--- config.mk ---
export PLATFORM = sky130hd
export DESIGN_NAME = si3000_frame_scheduler
export DESIGN_NICKNAME = d
export VERILOG_FILES = /design/src/rtl/si3000_frame_scheduler.sv
export SDC_FILE = /design/constraint.sdc
export NUM_CORES = 1
export LEC_CHECK = 0
export ABC_AREA = 1
export BUFFER_PORTS_ARGS = -buffer_cell sky130_fd_sc_hd__buf_4
export CAP_MARGIN = 0
export CORE_MARGIN = 1.5
export CORE_UTILIZATION = 40
export CTS_CLUSTER_SIZE = 30
export DETAILED_ROUTE_END_ITERATION = 10
export PLACE_DENSITY_LB_ADDON = 0.1
export SLEW_MARGIN = 15
export SYNTH_ARGS = -nofsm -noshare
export SYNTH_HDL_FRONTEND = slang
export SYNTH_SLANG_ARGS = --single-unit
--- constraint.sdc ---
create_clock -name clk -period 2.1 [get_ports clk]
set_input_delay 0 -clock clk [delete_from_list [all_inputs] [get_ports clk]]
set_output_delay 0 -clock clk [all_outputs]
set_load 0.1 [all_outputs]
--- src/rtl/si3000_frame_scheduler.sv ---
// si3000_frame_scheduler
// Builds the SDI word for each Si3000 frame and classifies the captured SDO word.
// Primary frames carry DAC/ADC audio and secondary frames carry one control-register
// access, requested through the LSB of the primary word.
module si3000_frame_scheduler #(
    parameter int unsigned FIFO_DEPTH = 4,
    parameter int unsigned WORD_SIZE  = 16
) (
    input  logic                 clk,
    input  logic                 reset_n,
    input  logic                 sync_reset,
    input  logic [WORD_SIZE-1:0] dac_data,
    input  logic                 dac_valid,
    output logic                 dac_ready,
    output logic [WORD_SIZE-1:0] adc_data,
    output logic                 adc_valid,
    input  logic                 cmd_req,
    input  logic                 cmd_rw,
    input  logic [4:0]           cmd_addr,
    input  logic [7:0]           cmd_wdata,
    output logic                 cmd_ready,
    output logic                 cmd_ack,
    output logic [7:0]           cmd_rdata,
    output logic                 dac_underrun,
    output logic [WORD_SIZE-1:0] codec_write_data,
    input  logic                 codec_fsync,
    input  logic                 codec_write_data_grasp,
    input  logic [WORD_SIZE-1:0] codec_read_data,
    input  logic                 codec_done
);

    localparam int unsigned    PTR_W   = (FIFO_DEPTH > 1) ? $clog2(FIFO_DEPTH) : 1;
    localparam logic [PTR_W:0] DEPTH_C = (PTR_W + 1)'(FIFO_DEPTH);

    localparam logic [0:0] S_PRI = 1'b0;
    localparam logic [0:0] S_SEC = 1'b1;

    logic [WORD_SIZE-1:0] fifo_mem [FIFO_DEPTH];

    logic [0:0]           state_q,          state_d;
    logic [PTR_W-1:0]     rd_ptr_q,         rd_ptr_d;
    logic [PTR_W-1:0]     wr_ptr_q,         wr_ptr_d;
    logic [PTR_W:0]       count_q,          count_d;
    logic [WORD_SIZE-1:0] hold_q,           hold_d;
    logic [0:0]           snap_type_q,      snap_type_d;
    logic                 snap_from_fifo_q, snap_from_fifo_d;
    logic                 snap_sec_req_q,   snap_sec_req_d;
    logic [0:0]           inflight_type_q,  inflight_type_d;
    logic                 grasped_q,        grasped_d;
    logic                 done_d1_q,        done_d1_d;
    logic                 cmd_pending_q,    cmd_pending_d;
    logic                 cmd_inflight_q,   cmd_inflight_d;
    logic                 cmd_rw_q,         cmd_rw_d;
    logic [4:0]           cmd_addr_q,       cmd_addr_d;
    logic [7:0]           cmd_wdata_q,      cmd_wdata_d;
    logic [7:0]           cmd_rdata_q,      cmd_rdata_d;
    logic                 cmd_ack_q,        cmd_ack_d;
    logic [WORD_SIZE-1:0] adc_data_q,       adc_data_d;
    logic                 adc_valid_q,      adc_valid_d;
    logic                 underrun_q,       underrun_d;

    logic                 fifo_nonempty;
    logic                 push;
    logic                 pop;
    logic                 done_rise;
    logic [WORD_SIZE-1:0] src;
    logic                 unused_src_lsb;

    assign fifo_nonempty  = (count_q != '0);
    assign dac_ready      = (count_q != DEPTH_C);
    assign cmd_ready      = ~(cmd_pending_q | cmd_inflight_q | cmd_ack_q);
    assign push           = dac_valid & dac_ready;
    assign done_rise      = codec_done & ~done_d1_q;
    assign src            = fifo_nonempty ? fifo_mem[rd_ptr_q] : hold_q;
    // Sample LSB is always overwritten by the secondary-request flag.
    assign unused_src_lsb = src[0];

    assign adc_data     = adc_data_q;
    assign adc_valid    = adc_valid_q;
    assign cmd_ack      = cmd_ack_q;
    assign cmd_rdata    = cmd_rdata_q;
    assign dac_underrun = underrun_q;

    // SDI word for the frame the core will load next.
    always_comb begin
        if (state_q == S_PRI) begin
            codec_write_data = {src[WORD_SIZE-1:1], cmd_pending_q};
        end else begin
            codec_write_data = {2'b00, cmd_rw_q, cmd_addr_q, cmd_wdata_q};
        end
    end

    // Next-state logic: fsync snapshot, grasp-time frame commit, done-rise completion,
    // command accept and FIFO bookkeeping; sync_reset overrides everything last.
    always_comb begin
        state_d          = state_q;
        rd_ptr_d         = rd_ptr_q;
        wr_ptr_d         = wr_ptr_q;
        count_d          = count_q;
        hold_d           = hold_q;
        snap_type_d      = snap_type_q;
        snap_from_fifo_d = snap_from_fifo_q;
        snap_sec_req_d   = snap_sec_req_q;
        inflight_type_d  = inflight_type_q;
        grasped_d        = grasped_q;
        done_d1_d        = codec_done;
        cmd_pending_d    = cmd_pending_q;
        cmd_inflight_d   = cmd_inflight_q;
        cmd_rw_d         = cmd_rw_q;
        cmd_addr_d       = cmd_addr_q;
        cmd_wdata_d      = cmd_wdata_q;
        cmd_rdata_d      = cmd_rdata_q;
        cmd_ack_d        = 1'b0;
        adc_data_d       = adc_data_q;
        adc_valid_d      = 1'b0;
        underrun_d       = underrun_q;
        pop              = 1'b0;

        if (codec_fsync) begin
            snap_type_d      = state_q;
            snap_from_fifo_d = fifo_nonempty;
            snap_sec_req_d   = codec_write_data[0];
        end

        // Decisions here use only the fsync snapshot, so late pushes/accepts
        // cannot alter the frame already loaded by the core.
        if (codec_write_data_grasp) begin
            grasped_d       = 1'b1;
            inflight_type_d = snap_type_q;
            if (snap_type_q == S_PRI) begin
                if (snap_from_fifo_q) begin
                    pop    = 1'b1;
                    hold_d = fifo_mem[rd_ptr_q];
                end else begin
                    underrun_d = 1'b1;
                end
                state_d = snap_sec_req_q ? S_SEC : S_PRI;
            end else begin
                state_d        = S_PRI;
                cmd_pending_d  = 1'b0;
                cmd_inflight_d = 1'b1;
            end
        end

        if (done_rise && grasped_q) begin
            if (inflight_type_q == S_PRI) begin
                adc_data_d  = codec_read_data;
                adc_valid_d = 1'b1;
            end else begin
                cmd_rdata_d    = cmd_rw_q ? codec_read_data[7:0] : '0;
                cmd_ack_d      = 1'b1;
                cmd_inflight_d = 1'b0;
            end
        end

        if (cmd_req && cmd_ready) begin
            cmd_rw_d      = cmd_rw;
            cmd_addr_d    = cmd_addr;
            cmd_wdata_d   = cmd_wdata;
            cmd_pending_d = 1'b1;
        end

        if (push) begin
            wr_ptr_d = wr_ptr_q + PTR_W'(1);
        end
        if (pop) begin
            rd_ptr_d = rd_ptr_q + PTR_W'(1);
        end
        case ({push, pop})
            2'b10:   count_d = count_q + (PTR_W + 1)'(1);
            2'b01:   count_d = count_q - (PTR_W + 1)'(1);
            default: count_d = count_q;
        endcase

        if (sync_reset) begin
            state_d          = S_PRI;
            rd_ptr_d         = '0;
            wr_ptr_d         = '0;
            count_d          = '0;
            hold_d           = '0;
            snap_type_d      = S_PRI;
            snap_from_fifo_d = 1'b0;
            snap_sec_req_d   = 1'b0;
            inflight_type_d  = S_PRI;
            grasped_d        = 1'b0;
            done_d1_d        = 1'b0;
            cmd_pending_d    = 1'b0;
            cmd_inflight_d   = 1'b0;
            cmd_rw_d         = 1'b0;
            cmd_addr_d       = '0;
            cmd_wdata_d      = '0;
            cmd_rdata_d      = '0;
            cmd_ack_d        = 1'b0;
            adc_data_d       = '0;
            adc_valid_d      = 1'b0;
            underrun_d       = 1'b0;
        end
    end

    // DAC sample storage; contents are don't-care until the pointers say otherwise.
    always_ff @(posedge clk) begin
        if (push) begin
            fifo_mem[wr_ptr_q] <= dac_data;
        end
    end

    // State registers with asynchronous active-low reset.
    always_ff @(posedge clk or negedge reset_n) begin
        if (!reset_n) begin
            state_q          <= S_PRI;
            rd_ptr_q         <= '0;
            wr_ptr_q         <= '0;
            count_q          <= '0;
            hold_q           <= '0;
            snap_type_q      <= S_PRI;
            snap_from_fifo_q <= 1'b0;
            snap_sec_req_q   <= 1'b0;
            inflight_type_q  <= S_PRI;
            grasped_q        <= 1'b0;
            done_d1_q        <= 1'b0;
            cmd_pending_q    <= 1'b0;
            cmd_inflight_q   <= 1'b0;
            cmd_rw_q         <= 1'b0;
            cmd_addr_q       <= '0;
            cmd_wdata_q      <= '0;
            cmd_rdata_q      <= '0;
            cmd_ack_q        <= 1'b0;
            adc_data_q       <= '0;
            adc_valid_q      <= 1'b0;
            underrun_q       <= 1'b0;
        end else begin
            state_q          <= state_d;
            rd_ptr_q         <= rd_ptr_d;
            wr_ptr_q         <= wr_ptr_d;
            count_q          <= count_d;
            hold_q           <= hold_d;
            snap_type_q      <= snap_type_d;
            snap_from_fifo_q <= snap_from_fifo_d;
            snap_sec_req_q   <= snap_sec_req_d;
            inflight_type_q  <= inflight_type_d;
            grasped_q        <= grasped_d;
            done_d1_q        <= done_d1_d;
            cmd_pending_q    <= cmd_pending_d;
            cmd_inflight_q   <= cmd_inflight_d;
            cmd_rw_q         <= cmd_rw_d;
            cmd_addr_q       <= cmd_addr_d;
            cmd_wdata_q      <= cmd_wdata_d;
            cmd_rdata_q      <= cmd_rdata_d;
            cmd_ack_q        <= cmd_ack_d;
            adc_data_q       <= adc_data_d;
            adc_valid_q      <= adc_valid_d;
            underrun_q       <= underrun_d;
        end
    end

endmodule

==> metrics.md <==
| Metric | Value |
|---|---|
| Critical path peak fanout | 31 |
| Placed Instance Area | approximately 6700 um2 |
| FMAX | 0.507 GHz |
| Die Footprint | roughly 15,000 um2 |
| Mean Syn Cell Area | between 9 and 10 um2 |
| Die H | 122 um |
| GRT Total Usage | 19.1% |
| Ys flop type | dfrtp_1 |
| Status | finished clean |
| Yosys top cell by area | dfrtp_1 |
| Post-Route WL | between 10,000 and 15,000 um |
| Synth area leaders | dfrtp_1, edfxtp_1, nand2_1 |
| CTS Buf Count | 17 |
| Clock Tree Root | clkbuf_16 |
| Placed cell count | about 850 |
| DR WL/cell | 14.2 um |
| Clock sinks | around 130 |
| Critical Path Most Common Cell | buf_4 |
| Synth unique cells | 33 |
| Post-synth top area share | between 30% and 40% |
| Final instance area | about 7900 um2 |
| Critical Path Stages | 7 |
| Synthesized Nets | between 600 and 700 |
| Hold Path Class | input pin to asynchronous set/reset pin |
| Global-route wire length before repair | approximately 22,000 um |
| Pre-CTS setup slack | 0.182 ns |
| Max Root-Sink Buffers | 2 |
| Hpwl dp | roughly 8400 um |
| YS warnings | 0 |
| DR vias/cell | approximately 4.8 |
| Number of remaining DRC errors | 0 |
| Hold Vio Cnt, Final | 0 |
| Std-Cell Rows | 43 |
| Worst r2r src | count_q[0] |
| WS Path Type | flop to primary output |
| Via Count | approximately 4,500 |
| Max incr delay on CP | ~0.42 ns |
| CTS tree | yes |
| Crit end category | primary output |
| LEAKAGE | between 3 and 4 nW |
| Drt pass-1 iters | 4 |
| Maximum vdd drop | roughly 560 uV |
| Clk Latency, worst-skew pair | about 0.42 ns |
| Worst slew margin | between 50% and 60% |
| Cells on worst reg2reg path | 11 |
| Diodes inserted | 0 |
| WP data arrival | between 1.5 and 2 ns |
| Slowest-stage cell, CP | dfrtp_1 |
| Syn Inst Count | between 500 and 600 |
| Clock transition time at the flip-flop clock pins of the worst setup and hold paths | 0.06 ns |
| Slew @ Worst Pin | between 0.6 and 0.7 ns |
| Final GP Congestion | ~0.75 |
| Share of layout cells above drive strength 1 | 22.2% |
| Post-CTS setup buffers | 0 |
| Sequential element share of the synthesized area | between 60% and 70% |
| Area of the mapped netlist | 5690 um2 |
| Buffers plus inverters on the worst setup path | 3 |
| Die width | 122 um |
| Layout Cells excl Fill | 936 |
| P&R area growth vs syn | 38.5% |
| Vias in the first global route | 4,298 |
| Setup ws final | 0.129 ns |
| Port bufs | 97 |
| Startpoint Class | flop |
| GRT Residual Overflow | 0 |
| Worst path top cell family by delay | buffers and inverters |
| H-tree depth | 4 |
| Antenna Nets Post-Route | 0 |
| Initial core utilization | between 40 and 50% |
| Fin crit share | 93.9% |
| Ys async rst share | between 50% and 60% |
| Final #Nets | 802 |
| Clock Skew | 0.00894 ns |
| Initial DRC Count | 160 |
| Pwr dens | about 1000 nW/um2 |
| Initial antenna violation count | 0 |
| # Max-Cap Violations | 0 |
| Fin crit period | between 1.5 and 2 ns |
| Number of flops mapped to enable cells by yosys | 60 |
| Core ar. | 13,900 um2 |
| Cell Chain, Critical Path | nor2_2 -> nand2_1 -> buf_4 -> o21ai_0 -> inv_1 -> a21oi_2 -> buf_4 |
| Final Max Slew Viols | 0 |
| Endpoints failing setup | 0 |
| Critical path origin | count_q[1] |
| Pin count of the biggest net entering global routing | 48 |
| Number of synthesized register bits | about 130 |
| CP Data Required Time | roughly 2.1 ns |
| Top Ports | 99 |
-- metrics by stage --
step	hold WS (ns)	setup TNS, ns	utilization (%)	total power, mW
final	0.0397	0	56.8	8.26
after global routing	0.0693	-0.00847	56.8	8.61
after floorplan	-0.296	-0.930	-	4.65
after detailed placement	-0.0670	0	48.1	5.22
after CTS	0.0269	0	56.5	8.28
after global placement	-0.0673	0	48.1	5.20
-- timing repair --
item | CTS | global route
endpoints found under the setup margin | 0 | 9
endpoints found under the hold margin | 184 | 0
hold buffers | 57 | 0
resized for setup | 0 | 10
-- Yosys cell counts (2+ instances only) --
cell type / n
nand2_1: 155
nor2_1: 16
nand4_1: 4
inv_2: 5
o21ai_0: 47
buf_6: 2
nand2_2: 2
o21ai_1: 28
o22ai_1: 6
inv_1: 70
nand3_1: 63
dfrtp_1: 72
buf_4: 2
a21oi_1: 9
edfxtp_1: 60
buf_2: 15
clkbuf_1: 5
ha_1: 4
-- worst register-to-register path, cell delays in order (launching register included) --
cell and delay (ns):
dfrtp_1 0.43, nor2_2 0.07, nand2_2 0.10, nand2_2 0.14, nand2_1 0.17, inv_1 0.07
fa_1 0.42, xnor2_1 0.18, nand3_1 0.10, nand2_1 0.08, nand2_1 0.04, nand2_1 0.07
-- power by group --
group          internal, mW  switching (mW)
sequential             2.86          0.0664
combinational         0.609            1.76
clock                  1.86            1.10
-- registers in the layout (all words and copies together) (netlist names) --
name / cells
cmd_rdata: 8
inflight_type_q: 1
cmd_inflight_q: 1
adc_valid: 1
cmd_pending_q: 1
fifo_mem: 60
dac_underrun: 1
grasped_q: 1
done_d1_q: 1
snap_from_fifo_q: 1
snap_type_q: 1
hold_q: 15
snap_sec_req_q: 1
adc_data: 16
count_q: 3
cmd_ack: 1
cmd_wdata_q: 8
state_q: 1
cmd_addr_q: 5
wr_ptr_q: 2
rd_ptr_q: 2
cmd_rw_q: 1
-- logic make-up (layout without fill, tap and decap cells) --
group	Yosys count	count (layout)	synth area share, %
flops	132	132	63.3
xor+xnor	1	1	0.154
compound gates	95	95	8.91
buf+inv	100	276	7.32
simple gates	247	247	19.0
fa+ha+maj	5	5	1.23
-- per-layer routing --
metal / track usage (%) / up-vias / part of all wire, %
li1: - / 2238 / -
met1: 26.2 / 2099 / 47
met2: 29.8 / 122 / 47
met3: 4.18 / 13 / 4.9
met4: 6.98 / 0 / 1.3
met5: 0 / - / 0
-- placed cells by master (no fill, tap or decap), types with 11 or more instances in the layout --
cell type and instances:
buf_4 105, clkbuf_16 17, dfrtp_1 71, dlygate4sd3_1 57
edfxtp_1 60, inv_1 69, nand2_1 153, nand3_1 63
nor2_1 11, o21ai_0 45, o21ai_1 30
-- path summary, 6_finish.rpt --
| path | endpoint | slack [ns] |
|---|---|---|
| min in group clk | fifo_mem[2][1] | 0.33 |
| max | codec_write_data[9] | 0.13 |
| max reg2reg | count_q[2] | 0.18 |
| min reg2reg | dac_underrun | 0.50 |
| min | adc_data[5] | 0.04 |
| max in group asynchronous | cmd_wdata_q[7] | 1.49 |
-- cell type report --
type                       instances  area [um2]
multi-input combinational        348        1710
tap                              180         225
inverter                          75         285
clock inverter                    13         159
sequential                       132        3610
fill                            1195        6000
clock buffer                      19         433
timing repair buffer             169        1460
Note: power is estimated with default switching activity, not from simulation.
